`src/rtl/sisc_pkg.sv`:
```
// Shared SISC definitions: opcode values, instruction field positions and
// default datapath widths.
package sisc_pkg;

   localparam int PC_W_DEF  = 16;
   localparam int IR_W_DEF  = 32;
   localparam int CNT_W_DEF = 16;

   localparam logic [3:0] NOOP   = 4'd0;
   localparam logic [3:0] LOD    = 4'd1;
   localparam logic [3:0] STR    = 4'd2;
   localparam logic [3:0] SWP    = 4'd3;
   localparam logic [3:0] BRA    = 4'd4;
   localparam logic [3:0] BRR    = 4'd5;
   localparam logic [3:0] BNE    = 4'd6;
   localparam logic [3:0] BNR    = 4'd7;
   localparam logic [3:0] ALU_OP = 4'd8;
   localparam logic [3:0] HLT    = 4'd15;

   localparam int FIELD_W = 4;
   localparam int IMM_W   = 16;
   localparam int OPC_LSB = 28;
   localparam int MM_LSB  = 24;
   localparam int RD_LSB  = 20;
   localparam int RS_LSB  = 16;
   localparam int RT_LSB  = 12;
   localparam int IMM_LSB = 0;

endpackage

```
`src/rtl/sisc_br_calc.sv`:
```
// Combinational PC increment and branch-target generation for the SISC
// fetch stage.
module sisc_br_calc
   import sisc_pkg::*;
#(
   parameter int PC_W = PC_W_DEF
) (
   input  logic [PC_W-1:0]  pc,
   input  logic [IMM_W-1:0] imm,
   input  logic             br_sel,
   output logic [PC_W-1:0]  pc_inc,
   output logic [PC_W-1:0]  br_addr
);

   localparam int EXT_W = (PC_W > IMM_W) ? PC_W : IMM_W;

   logic [EXT_W-1:0] imm_sx;
   logic [EXT_W-1:0] imm_zx;

   // Relative offsets are two's complement; absolute targets are zero-extended.
   always_comb begin
      imm_sx  = EXT_W'($signed(imm));
      imm_zx  = EXT_W'(imm);
      pc_inc  = pc + PC_W'(1);
      br_addr = br_sel ? imm_zx[PC_W-1:0] : pc_inc + imm_sx[PC_W-1:0];
   end

endmodule

```
`src/rtl/sisc_fetch_unit.sv`:
```
// SISC instruction-fetch stage: PC, IR, branch target, fetched-instruction
// counter and sticky PC-wrap flag, sequenced entirely by the control FSM.
module sisc_fetch_unit
   import sisc_pkg::*;
#(
   parameter int PC_W  = PC_W_DEF,
   parameter int IR_W  = IR_W_DEF,
   parameter int CNT_W = CNT_W_DEF
) (
   input  logic             clk,
   input  logic             rst_f,
   input  logic             pc_rst,
   input  logic             pc_write,
   input  logic             pc_sel,
   input  logic             br_sel,
   input  logic             ir_load,
   input  logic [IR_W-1:0]  imem_data,
   output logic [PC_W-1:0]  imem_addr,
   output logic [3:0]       opcode,
   output logic [3:0]       mm,
   output logic [3:0]       rd,
   output logic [3:0]       rs,
   output logic [3:0]       rt,
   output logic [15:0]      imm,
   output logic [PC_W-1:0]  br_addr,
   output logic [CNT_W-1:0] icount,
   output logic             pc_wrap
);

   logic [PC_W-1:0] pc;
   logic [IR_W-1:0] ir;
   logic [PC_W-1:0] pc_inc;
   logic [PC_W-1:0] next_pc;

   assign imem_addr = pc;
   assign opcode    = ir[OPC_LSB +: FIELD_W];
   assign mm        = ir[MM_LSB  +: FIELD_W];
   assign rd        = ir[RD_LSB  +: FIELD_W];
   assign rs        = ir[RS_LSB  +: FIELD_W];
   assign rt        = ir[RT_LSB  +: FIELD_W];
   assign imm       = ir[IMM_LSB +: IMM_W];

   sisc_br_calc #(
      .PC_W (PC_W)
   ) u_br_calc (
      .pc      (pc),
      .imm     (imm),
      .br_sel  (br_sel),
      .pc_inc  (pc_inc),
      .br_addr (br_addr)
   );

   assign next_pc = pc_sel ? br_addr : pc_inc;

   always_ff @(posedge clk or negedge rst_f) begin
      if (!rst_f) begin
         pc <= '0;
      end else if (pc_rst) begin
         pc <= '0;
      end else if (pc_write) begin
         pc <= next_pc;
      end
   end

   // IR survives pc_rst so a load in the same cycle still captures the old-PC word.
   always_ff @(posedge clk or negedge rst_f) begin
      if (!rst_f) begin
         ir <= '0;
      end else if (ir_load) begin
         ir <= imem_data;
      end
   end

   always_ff @(posedge clk or negedge rst_f) begin
      if (!rst_f) begin
         icount <= '0;
      end else if (pc_rst) begin
         icount <= '0;
      end else if (ir_load && (icount != '1)) begin
         icount <= icount + CNT_W'(1);
      end
   end

   // Only sequential stepping off the top address counts as a wrap.
   always_ff @(posedge clk or negedge rst_f) begin
      if (!rst_f) begin
         pc_wrap <= 1'b0;
      end else if (pc_rst) begin
         pc_wrap <= 1'b0;
      end else if (pc_write && !pc_sel && (pc == '1)) begin
         pc_wrap <= 1'b1;
      end
   end

endmodule

```
`config.mk`:
```
export PLATFORM = sky130hd
export DESIGN_NAME = sisc_fetch_unit
export DESIGN_NICKNAME = d
export VERILOG_FILES = /design/src/rtl/sisc_pkg.sv /design/src/rtl/sisc_br_calc.sv /design/src/rtl/sisc_fetch_unit.sv
export SDC_FILE = /design/constraint.sdc
export NUM_CORES = 1
export LEC_CHECK = 0
export BUFFER_PORTS_ARGS = -buffer_cell sky130_fd_sc_hd__buf_2
export CAP_MARGIN = 20
export CORE_MARGIN = 2
export CORE_UTILIZATION = 53
export DETAILED_ROUTE_END_ITERATION = 10
export GPL_TIMING_DRIVEN = 0
export PLACE_DENSITY = 0.81
export SYNTH_ARGS = -nofsm -noshare
export SYNTH_HDL_FRONTEND = slang
export SYNTH_SLANG_ARGS = --single-unit
```
`constraint.sdc`:
```
create_clock -name clk -period 4.5 [get_ports clk]
set_input_delay 0.9 -clock clk [delete_from_list [all_inputs] [get_ports clk]]
set_output_delay 0.9 -clock clk [all_outputs]
set_load 0.02 [all_outputs]
```
======== Word level (Yosys, flattened, before mapping) ========
Cells that the tools add are included.
word-level totals
  bits in latches ......................... 0
  word-level logic and storage cells ...... 24
  input port bits ......................... 39
  register bits after elaboration ......... 65
  RAM bits ................................ 0
  memories kept ........................... 0
  memory bits (read-only) ................. 0
  output and inout port bits .............. 85
cells by class
  $mul .................................... 0
  divide/modulo/power cells ............... 0
  equality and inequality tests ........... 2
  muxes and demuxes ....................... 8
  bitwise gates (word level) .............. 0
  shift-type cells ........................ 0
  order comparisons ....................... 0
  add/subtract/negate cells ............... 3
  reductions and logical operators ........ 7
operators by type and width
  operator                                                         number
  16-bit 2-to-1 mux                                                6
  16-bit by 1-bit adder with 16-bit output, second input constant  2
  16-bit adder                                                     1
  16-bit == test, second input constant                            1
  16-bit inequality test, second input constant                    1
  2-bit nonzero test                                               3
  1-bit logical AND                                                3
  1-bit 2-to-1 mux                                                 2
  1-bit zero test                                                  1

======== Depth between registers and ports, before layout ========
Gate-level depths: netlist of the first run.
  depth after elaboration ................. 6
  gate-level depth with buffers ........... 14
  depth with buffers taken out ............ 12

======== Hierarchy ========
From an unflattened synthesis of the first run, not the netlist that was laid out.
second synthesis, totals
  cell total of the unflattened synthesis .. 437
  area total of the unflattened synthesis .. 4332.9 um^2
modules (own cells, without submodules)
  module           sequential area each (um^2)  cells each  times used  area an instance (um^2)
  sisc_fetch_unit  1626.6                       244         1           3012.9
  sisc_br_calc     0.0                          193         1           1320.0

======== Worst setup path before layout of the first run ========
OpenSTA, ideal clock, no wires.
  kind .................................... register to output
  from .................................... register pc[3], in the netlist imem_addr[3]
  to ...................................... output br_addr[14]
  path buffers ............................ 1
  cell stages (with the launch flop) ...... 12
  slack ................................... 523 ps
  data arrival time ....................... 3077 ps
  required time ........................... 3600 ps
  cell sequence ........................... dfrtp_1 -> and4_2 -> and3_1 -> nor3b_1 -> xor2_1 -> ha_1 -> clkbuf_1 -> a21o_1 -> a311oi_1 -> o21ai_0 -> and3_1 -> o21ai_0
on the way
  word-level cells in the longest chain between the ends .. 3
RTL lines
  element                                   line                   RTL
  start, declared                           sisc_fetch_unit.sv:30  logic [PC_W-1:0] pc;
  start signal, assigned                    sisc_fetch_unit.sv:61  pc <= next_pc;
  16-bit by 1-bit adder with 16-bit output  sisc_br_calc.sv:24     pc_inc = pc + PC_W'(1);
  16-bit adder                              sisc_br_calc.sv:25     br_addr = br_sel ? imm_zx[PC_W-1:0] : pc_inc + imm_sx[PC_W-1:0];
  16-bit 2-to-1 mux                         sisc_br_calc.sv:25
  end, declared                             sisc_fetch_unit.sv:25  output logic [PC_W-1:0] br_addr,
Every way passes these cells.

======== Worst setup path in the final report of the first run ========
  from .................................... register pc[2], in the netlist imem_addr[2]
  to ...................................... output br_addr[15]
Same word-level chain as after synthesis.

==> results of run 1 <==
[power by group through the flow]
stage | Clock [mW] | Sequential (mW) | Combinational, mW
2_1_floorplan | 0 | 0.727 | 0.311
3_5_place_dp | 0 | 0.684 | 0.533
6_report | 0.562 | 0.675 | 0.547
5_1_grt | 0.593 | 0.682 | 0.598
4_1_cts | 0.565 | 0.674 | 0.540
3_3_place_gp | 0 | 0.682 | 0.520
[critical path, stage by stage (launching register included)]
cell and delay, ns:
dfrtp_1 0.39, buf_6 0.14, and4_2 0.23, and3_2 0.25, nor3b_2 0.17, xor2_1 0.16
ha_2 0.42, nand2_1 0.11, nor3b_1 0.16, o21ba_2 0.20, a31oi_1 0.22, mux2i_1 0.25
xnor2_1 0.16, buf_2 0.20
[repair_timing]
item,CTS,global route
gates resized for setup,6,14
pin swaps,0,1
setup buffers,0,1
setup endpoints to repair,2,3
hold buffers,0,0
[through the flow]
step	total power, mW	hold slack [ns]	utilization (%)	worst slack [ns]
final	1.78	0.511	68.4	0.189
after global routing	1.87	0.520	68.4	0.00615
after CTS	1.78	0.512	67.6	0.0103
after detailed placement	1.22	0.492	64.6	0.236
after global placement	1.20	0.487	64.6	0.269
after floorplan	1.04	0.604	-	0.523
[cells in the final DEF, fill, tap and decap left out, types with 9 or more instances in the layout]
master,count
ha_1,18
inv_1,10
nor2_1,43
mux2_2,33
nand2_1,38
nand2b_1,11
xnor2_1,15
a21oi_1,15
o21ai_0,31
dfrtp_1,61
xor2_1,24
nand3_1,16
clkbuf_1,16
clkbuf_8,9
buf_2,123
[flip-flops by register name (all words and copies together) (netlist names)]
register	count
icount	16
imem_addr	16
ir	32
pc_wrap	1
[layer usage]
metal / vias to the layer above / global-route usage (%)
met1: 1891 / 36.4
met2: 174 / 44.2
met3: 17 / 7.87
li1: 1887 / -
met4: 0 / 10.0
met5: - / 0
[final cells by class]
cell class              instances  share of cell area (%)
well taps                     102                    2.40
clock buffers                  10                    2.40
flip-flops and latches         65                    30.7
plain buffers                  24                    2.33
repair buffers                122                    11.6
inverters                      11                   0.777
clock inverters                 6                    1.74
multi-input cells             350                    48.0
[cells by family after synthesis]
family          after synthesis
compound gates              101
xor+xnor                     40
fa+ha+maj                    22
buf+inv                      36
flops                        65
mux                          41
simple gates                146
[path summary, 6_finish.rpt]
path | start | endpoint | depth (start not counted)
worst min register to register | ir[20] | ir[20] | 1
worst min-delay path | ir[20] | ir[20] | 1
max in group asynchronous | rst_f | imem_addr[5] | 1
worst max-delay path | imem_addr[2] | br_addr[15] | 13
min in group asynchronous | rst_f | icount[6] | 1
worst max register to register | imem_addr[2] | imem_addr[15] | 13
==> key figures, run 1 <==
Status
  – Status: finished clean

Detailed routing
  – 1st-pass router iterations: 5
  – Met3 routed WL: 921 um
  – Routed via count: around 4000
  – Detailed Route WL: approximately 12000 um
  – DR WL/cell: 17.0 um
  – Top sig layer: met4
  – Post-DR vias/cell: 5.75
  – Met2 WL post-DR: around 5500 um
  – Final antenna-violating net count: 0
  – Drt first-iter violations: between 150 and 200
  – DR DRC count: 0
  – Met1 WL: around 5100 um

STA
  – Final min period: 4.31 ns
  – Final worst path period share: 95.8%
  – Clk_skew: 0.0109 ns
  – Slew Limit Fails: 0
  – Worst slew pin tran: between 0.8 and 0.9 ns
  – Final TNS setup: 0 ns
  – Maximum operating frequency: around 230 MHz
  – Final hold violations: 0
  – Final setup fails: 0
  – Worst relative slew slack: 44.4%
  – RSZ-0062 raised after global routing: no

Placement
  – Dpl hpwl: between 8000 and 9000 um
  – Placer Congestion: just under 0.9
  – Placement Cell Area: between 5000 and 6000 sq um
  – Port Buffers: around 120
  – Dpl cells: ~670

Clock tree
  – Worst-Skew Late Latency: ~0.35 ns
  – Total CTS buffers: 9
  – TritonCTS clock tree: done
  – Root buf cell: clkbuf_8
  – Clock slew at reported path FFs: 0.08 ns
  – Clock Sinks: 65
  – Clock buffer depth: 2
  – # H-tree levels: 3

Power
  – Sequential cell fraction of total power: ~38%
  – Switching share of power: between 30% and 40%
  – Comb pwr share: a little under a third
  – Sw power: around 0.63 mW
  – P_int: 1.16 mW
  – P per Cell Area: between 300 and 400 nW/um^2
  – Clock Power Share: roughly a third
  – Peak VDD IR: ~0.25 mV
  – Pleak: around 2.6 nW

Synth
  – Post-Syn Instances: roughly 450
  – Most common cell in the synthesized netlist: dfrtp_1
  – Synth Area in Simple Gates: between 10% and 20%
  – Top FF cell, synth: dfrtp_1
  – Synth Area in Compound Gates: approximately 15%
  – Post-Synthesis Cell Area: 4280 sq um
  – Synth area leaders: dfrtp_1 38%, mux2_2 8.7%, ha_1 6.1%, xor2_1 4.9%, o21ai_0 3.9%
  – Leading area contributor after synthesis: dfrtp_1
  – Number of enable flip-flop cells after synthesis: 0
  – Largest family of logic cells by synthesized area: simple AND/OR/NAND/NOR gates
  – Synth Area in Adders: under 10%
  – Synth Register Bits: 65
  – Post-synthesis cell type count: 52
  – Mux contribution to synthesized area: between 10% and 20%
  – Area share of the largest cell type after synthesis: 38.0%
  – Post-synth ARST share: 100%
  – Syn_nets: 512
  – Top cells by count, synth: 65 x dfrtp_1, 43 x nor2_1, 38 x nand2_1
  – Warnings, synthesis: 0
  – XOR/XNOR Fraction of Synth Area: between 8 and 9%
  – Syn avg cell area: about 9.5 sq um
  – Seq/Total Area, Yosys: around 38%

Layout
  – Fill cells: roughly 650
  – Final Cell Area: 5310 sq um
  – Area delta synth->final: 24.1%
  – Layout cells sized above 1: 35.0%
  – Antenna Cells: 0
  – Area of the multi-input gates: 2550 sq um
  – Post-Layout Cell Count: 690
  – Register area: about 1600 sq um
  – Final nets: around 640

Setup path
  – CP required: between 3 and 4 ns
  – Critical Path Fanout Max: 8
  – Worst Setup End Kind: output port
  – Crit start category: flop
  – WS Path Type: flop to output port
  – R2r setup slk: about 1.3 ns
  – Arr. time, crit path: 3.41 ns

GRT
  – Initial antenna violation count: 0
  – Total grt overflow: 0
  – Vias in the first global route: 3935
  – First-pass GRT wire length: ~19000 um
  – All-Layer GR Usage: 27.9%
  – Largest net degree at the start of global routing: between 60 and 70

Floorplanning
  – DIE AREA: around 9000 sq um
  – I/O pin cnt: around 120
  – Core Region: approximately 8000 sq um
  – Chip width: between 90 and 100 um
  – Die Height: about 94 um
  – FP Rows: 32
  – Initial core utilization: roughly 55%

Run
  – Max cap viols: 0

Min path
  – Hold/Removal Path Class: flop to flop
Power figures use the tool's default switching activity.
==> run 2: changes to the inputs <==
Settings changed: CORE_UTILIZATION 53 to 48, PLACE_DENSITY 0.81 to 0.84.
Clock period 4.5 ns to 3.5 ns, I/O delays scaled along.
==> key figures, run 2 (synthesis gave the netlist of run 1 again) <==
Status
  – Status: finished, violations left
  – Violated checks: setup timing

Setup path
  – CP required: 2.80 ns (-0.80 ns)
  – Slowest-stage cell, CP: dfrtp_2
  – Delay-heaviest family, CP: compound AO/OA/AOI/OAI gates
  – Critical path launch point: imem_addr[2]
  – Arr. time, crit path: 3.20 ns (-0.21 ns)
  – Buf+Inv Stages, Crit Path: 4 (+2)
  – Critical Path Fanout Max: 6 (-2)
  – Crit start category: flop
  – WS Path Type: flop to output port
  – R2r setup slk: 0.38 ns (-0.96 ns)
  – Reg2reg start: imem_addr[4]
  – Slowest stage delay, CP: 0.44 ns (+0.02 ns)
  – Worst Setup End Kind: output port
  – R2R depth: 15 (+2)
  – CP cell instances: buf_4, buf_4, xor2_1, ha_1, o211ai_1, o211ai_1, a31oi_2, buf_4, a31oi_4, mux2i_2, xnor2_2, buf_6
  – CP most frequent cell: buf_4
  – Reg-to-Reg End: imem_addr[14]

STA
  – Final worst path period share: 111%
  – Setup ws final: -0.397 ns (-0.586 ns)
  – Final min period: between 3 and 4 ns
  – Slew Limit Fails: 0 (unchanged)
  – Final setup fails: 8 (+8)
  – RSZ-0062 raised after global routing: yes
  – Final TNS setup: -1.93 ns (-1.93 ns)
  – Worst relative slew slack: 41.7% (-2.8 points)
  – Maximum operating frequency: 257 MHz
  – Clk_skew: 0.0123 ns (+0.00140 ns)
  – Final hold violations: 0 (unchanged)
  – Worst slew pin tran: 0.875 ns (+0.0414 ns)

Detailed routing
  – Routed via count: 4340 (+9.3%)
  – 1st-pass router iterations: 5 (unchanged)
  – Detailed Route WL: 13600 um (+16%)
  – DR WL/cell: 18.5 um (+8.7%)
  – Final antenna-violating net count: 0 (unchanged)
  – DR DRC count: 0 (unchanged)
  – Drt first-iter violations: 455 (+130%)
  – Post-DR vias/cell: 5.91 (+2.8%)

GRT
  – First-pass GRT wire length: 20500 um (+7.2%)
  – Vias in the first global route: 4133 (+5.0%)
  – Initial antenna violation count: 0 (unchanged)
  – All-Layer GR Usage: 26.2% (-1.6 points)
  – Total grt overflow: 0 (unchanged)
  – Largest net degree at the start of global routing: 66 (unchanged)

Power
  – Clock Power Share: 28.6% (-2.9 points)
  – Comb pwr share: 35.9% (+5.2 points)
  – Peak VDD IR: 0.269 mV (+7.6%)
  – P per Cell Area: 413 nW/um^2 (+23%)
  – Sequential cell fraction of total power: 35.5% (-2.3 points)
  – P_int: 1.59 mW (+37%)
  – Pleak: 2.84 nW (+11%)
  – Total chip power: 2.47 mW (+38%)
  – Sw power: 0.883 mW (+41%)
  – Switching share of power: 35.7% (+0.52 points)

Placement
  – Placer Congestion: 0.919 (+4.0%)
  – Dpl hpwl: 8780 um (+0.36%)
  – Dpl cells: 680 (+0.89%)
  – Port Buffers: 121 (unchanged)

Layout
  – Max FFs per register: 32 (unchanged)
  – Commonest non-fill, non-tap cell in the layout: buf_2
  – Biggest register: ir
  – Layout cells sized above 1: 46.8% (+12 points)
  – Most frequent cells in the layout: 117 x buf_2, 55 x dfrtp_1, 48 x buf_4, 41 x nor2_1, 35 x nand2_1
  – Final nets: 683 (+6.1%)
  – Antenna Cells: 0 (unchanged)
  – Area delta synth->final: 39.8%
  – Post-Layout Cell Count: 734 (+6.4%)

Clock tree
  – Clock slew at reported path FFs: 0.08 ns (about the same)
  – # H-tree levels: 3 (unchanged)
  – Clock Sinks: 65 (unchanged)
  – Total CTS buffers: 9 (unchanged)
  – Root buf cell: clkbuf_8
  – Clock buffer depth: 2 (unchanged)
  – TritonCTS clock tree: done
  – Hold-fix buffers, CTS: 0 (unchanged)
  – Worst-Skew Late Latency: 0.36 ns (about the same)

Floorplanning
  – Core Region: 8680 sq um (+12%)
  – Chip width: 98.4 um (+4.9%)
  – DIE AREA: 9690 sq um (+10%)
  – I/O pin cnt: 124 (unchanged)
  – Initial core utilization: 49.3% (-5.8 points)
  – Die Height: 98.4 um (+4.9%)
  – FP Rows: 34 (+6.3%)

Min path
  – Hold/Removal Path Class: input port to asynchronous set/reset pin

Run
  – Max cap viols: 0 (unchanged)
-- run 2: how the worst max path moves through the flow --
stage | endpoint | slack (ns) | cells after the start
floorplan | br_addr[15] | -0.02 | 12
global placement | br_addr[15] | -0.54 | 12
detailed placement | br_addr[15] | -0.59 | 12
CTS | br_addr[15] | -0.30 | 13
global route | br_addr[15] | -0.50 | 13
finish | br_addr[15] | -0.40 | 12
-- run 2: power groups by stage --
stage	clock, mW	sequential, mW	combinational, mW
detailed placement	0	0.883	0.688
CTS	0.711	0.871	0.792
global route	0.742	0.884	0.947
finish	0.707	0.877	0.887
floorplan	0	0.936	0.404
global placement	0	0.879	0.670
-- run 2: final cells by class --
class / count / area [sq um]
flip-flops and latches: 65 / 1640
repair buffers: 163 / 957
clock buffers: 9 / 124
inverters: 11 / 41.3
well taps: 108 / 135
plain buffers: 22 / 109
multi-input cells: 350 / 2900
clock inverters: 6 / 83.8
fillers: 644 / 2690
-- run 2: through the flow --
| stage | hold slack, ns | utilization (%) | worst slack, ns | cell area [sq um] |
|---|---|---|---|---|
| floorplan | 0.404 | - | -0.0189 | 4300 |
| detailed placement | 0.490 | 58.1 | -0.589 | 5040 |
| finish | 0.445 | 69.0 | -0.397 | 5990 |
| global placement | 0.482 | 58.1 | -0.541 | 5040 |
| CTS | 0.487 | 65.6 | -0.305 | 5690 |
| global route | 0.517 | 69.0 | -0.499 | 5990 |
-- run 2: what timing repair did --
action,CTS,global route
pin swaps,25,20
cloned,0,0
setup buffers,27,15
resized for setup,61,36
endpoints found under the setup margin,13,11
-- run 2: routing by layer --
layer	vias to the layer above	GRT usage, %	share of wire (%)
li1	1949	-	-
met1	2087	33.1	39
met3	54	5.25	8.3
met2	250	43.8	49
met4	0	11.6	4.0
met5	-	0	0
==> run 3: changes to the inputs <==
==> constraint.sdc (replaced) <==
create_clock -name clk -period 3.5 [get_ports clk]
set_input_delay 0.35 -clock clk [delete_from_list [all_inputs] [get_ports clk]]
set_output_delay 0.35 -clock clk [all_outputs]
set_load 0.02 [all_outputs]
==> key figures, run 3 (synthesis gave the netlist of run 1 again) <==
GRT
  – Largest net degree at the start of global routing: 66 (unchanged)
  – Initial antenna violation count: 0 (unchanged)
  – First-pass GRT wire length: 19500 um (-4.7%)
  – Vias in the first global route: 4000 (-3.2%)
  – Total grt overflow: 0 (unchanged)
  – All-Layer GR Usage: 25.0% (-1.2 points)

Floorplanning
  – Core Region: 8680 sq um (unchanged)
  – Die Height: 98.4 um (unchanged)
  – Chip width: 98.4 um (unchanged)
  – FP Rows: 34 (unchanged)
  – Initial core utilization: 49.3% (unchanged)
  – DIE AREA: 9690 sq um (unchanged)
  – I/O pin cnt: 124 (unchanged)

STA
  – RSZ-0062 raised after global routing: yes
  – Final hold violations: 0 (unchanged)
  – Final min period: 3.52 ns (-0.377 ns)
  – Clk_skew: 0.0141 ns (+0.00175 ns)
  – Final setup fails: 2 (-6)
  – Final worst path period share: 101% (-11 points)
  – Worst slew pin tran: 0.860 ns (-0.0150 ns)
  – Worst relative slew slack: 42.7% (+1.0 points)
  – Maximum operating frequency: 284 MHz (+11%)
  – Final TNS setup: -0.0242 ns (+1.90 ns)
  – Slew Limit Fails: 0 (unchanged)
  – Setup ws final: -0.0199 ns (+0.377 ns)

Layout
  – Post-Layout Cell Count: 718 (-2.2%)
  – Most frequent cells in the layout: 120 x buf_2, 58 x dfrtp_1, 41 x nor2_1, 37 x nand2_1, 32 x mux2_2
  – Max FFs per register: 32 (unchanged)
  – Layout cells sized above 1: 42.1% (-4.7 points)
  – Final nets: 666 (-2.5%)
  – Biggest register: ir
  – Fill cells: 704 (+9.3%)
  – Area delta synth->final: 33.8%
  – Antenna Cells: 0 (unchanged)
  – Commonest non-fill, non-tap cell in the layout: buf_2

Clock tree
  – Root buf cell: clkbuf_8
  – Total CTS buffers: 9 (unchanged)
  – TritonCTS clock tree: done
  – Clock slew at reported path FFs: 0.08 ns (about the same)
  – Clock buffer depth: 2 (unchanged)
  – # H-tree levels: 3 (unchanged)
  – Worst-Skew Late Latency: 0.35 ns (about the same)
  – Clock Sinks: 65 (unchanged)

Detailed routing
  – Routed via count: 4163 (-4.1%)
  – Final antenna-violating net count: 0 (unchanged)
  – Drt first-iter violations: 374 (-18%)
  – DR DRC count: 0 (unchanged)
  – Detailed Route WL: 12800 um (-5.9%)
  – Post-DR vias/cell: 5.80 (-1.9%)
  – 1st-pass router iterations: 6 (+1)
  – DR WL/cell: 17.8 um (-3.8%)

Status
  – Status: finished, violations left
  – Violated checks: setup timing

Setup path
  – CP required: 3.15 ns (+0.35 ns)
  – WS Path Type: flop to output port
  – Crit start category: flop
  – Worst Setup End Kind: output port
  – Critical Path Fanout Max: 6 (unchanged)
  – Arr. time, crit path: 3.17 ns (-0.03 ns)

Placement
  – Dpl hpwl: 8740 um (-0.41%)
  – Dpl cells: 680 (unchanged)
  – Placer Congestion: 0.897 (-2.4%)
  – Port Buffers: 121 (unchanged)

Min path
  – Hold/Removal Path Class: input port to asynchronous set/reset pin

Power
  – Switching share of power: 36.8% (+1.1 points)
  – Sequential cell fraction of total power: 37.4% (+1.9 points)
  – Comb pwr share: 34.8% (-1.1 points)
  – Clock Power Share: 27.8% (-0.8 points)
  – Peak VDD IR: 0.380 mV (+42%)
  – Pleak: 2.74 nW (-3.6%)
  – P per Cell Area: 407 nW/um^2 (-1.3%)
  – P_int: 1.48 mW (-7.1%)
  – Sw power: 0.859 mW (-2.8%)
  – Total chip power: 2.33 mW (-5.5%)

Run
  – Max cap viols: 0 (unchanged)
## run 3: critical path, stage by stage (launching register included)
cell      delay [ns]
dfrtp_1         0.38
buf_6           0.13
buf_4           0.15
and4_2          0.26
xor2_4          0.17
ha_1            0.23
a21oi_2         0.19
o211ai_1        0.20
buf_4           0.20
a31oi_4         0.18
a31oi_4         0.13
mux2i_2         0.17
xnor2_1         0.23
buf_4           0.20
## run 3: timing repair
action                     CTS  global route
setup endpoints to repair    5             6
hold buffers                 0             0
hold endpoints to repair     0             0
resized for setup           31            39
pin swaps                   17            20
buffers inserted            13            11
gates cloned                 0             0
## run 3: final timing paths
path | startpoint | endpoint | slack, ns | depth (start not counted)
hold reg to reg | ir[23] | ir[23] | 0.51 | 1
min in group clk | imem_data[1] | ir[1] | 0.22 | 3
setup / recovery | imem_addr[2] | br_addr[15] | -0.02 | 13
setup reg to reg | imem_addr[2] | imem_addr[15] | 0.34 | 15
max in group asynchronous | rst_f | imem_addr[3] | 2.77 | 1
hold / removal | rst_f | ir[13] | 0.10 | 1
## run 3: layout make-up
type | count | area (sq um) | share of cell area [%]
Clock inverter | 7 | 71.3 | 1.25
Inverter | 11 | 41.3 | 0.721
Multi-Input combinational cell | 350 | 2790 | 48.7
Tap cell | 108 | 135 | 2.36
Buffer | 23 | 120 | 2.10
Timing Repair Buffer | 145 | 811 | 14.2
Sequential cell | 65 | 1640 | 28.5
Clock buffer | 9 | 124 | 2.16
## run 3: power by group through the flow
stage / Combinational [mW] / Sequential [mW] / Clock (mW)
2_1_floorplan: 0.400 / 0.935 / 0
3_3_place_gp: 0.669 / 0.878 / 0
3_5_place_dp: 0.685 / 0.881 / 0
4_1_cts: 0.735 / 0.868 / 0.654
5_1_grt: 0.870 / 0.881 / 0.687
6_report: 0.812 / 0.873 / 0.649
## run 3: per-stage QoR
stage          hold WS [ns]  worst slack [ns]  instance area [sq um]  util, %
2_1_floorplan        0.0544            0.0729                   4280        -
5_1_grt               0.177            -0.139                   5730     66.0
6_report              0.104           -0.0199                   5730     66.0
3_5_place_dp          0.490            -0.208                   5020     57.9
4_1_cts               0.136           -0.0269                   5440     62.7
3_3_place_gp          0.481            -0.252                   5020     57.9
## run 3: metal layers
layer	up-vias	GRT usage, %	wire length (um)
met3	39	5.67	964
met4	0	9.59	435
met1	2006	32.5	5170
met5	-	0	0
met2	189	40.9	6210
li1	1929	-	-
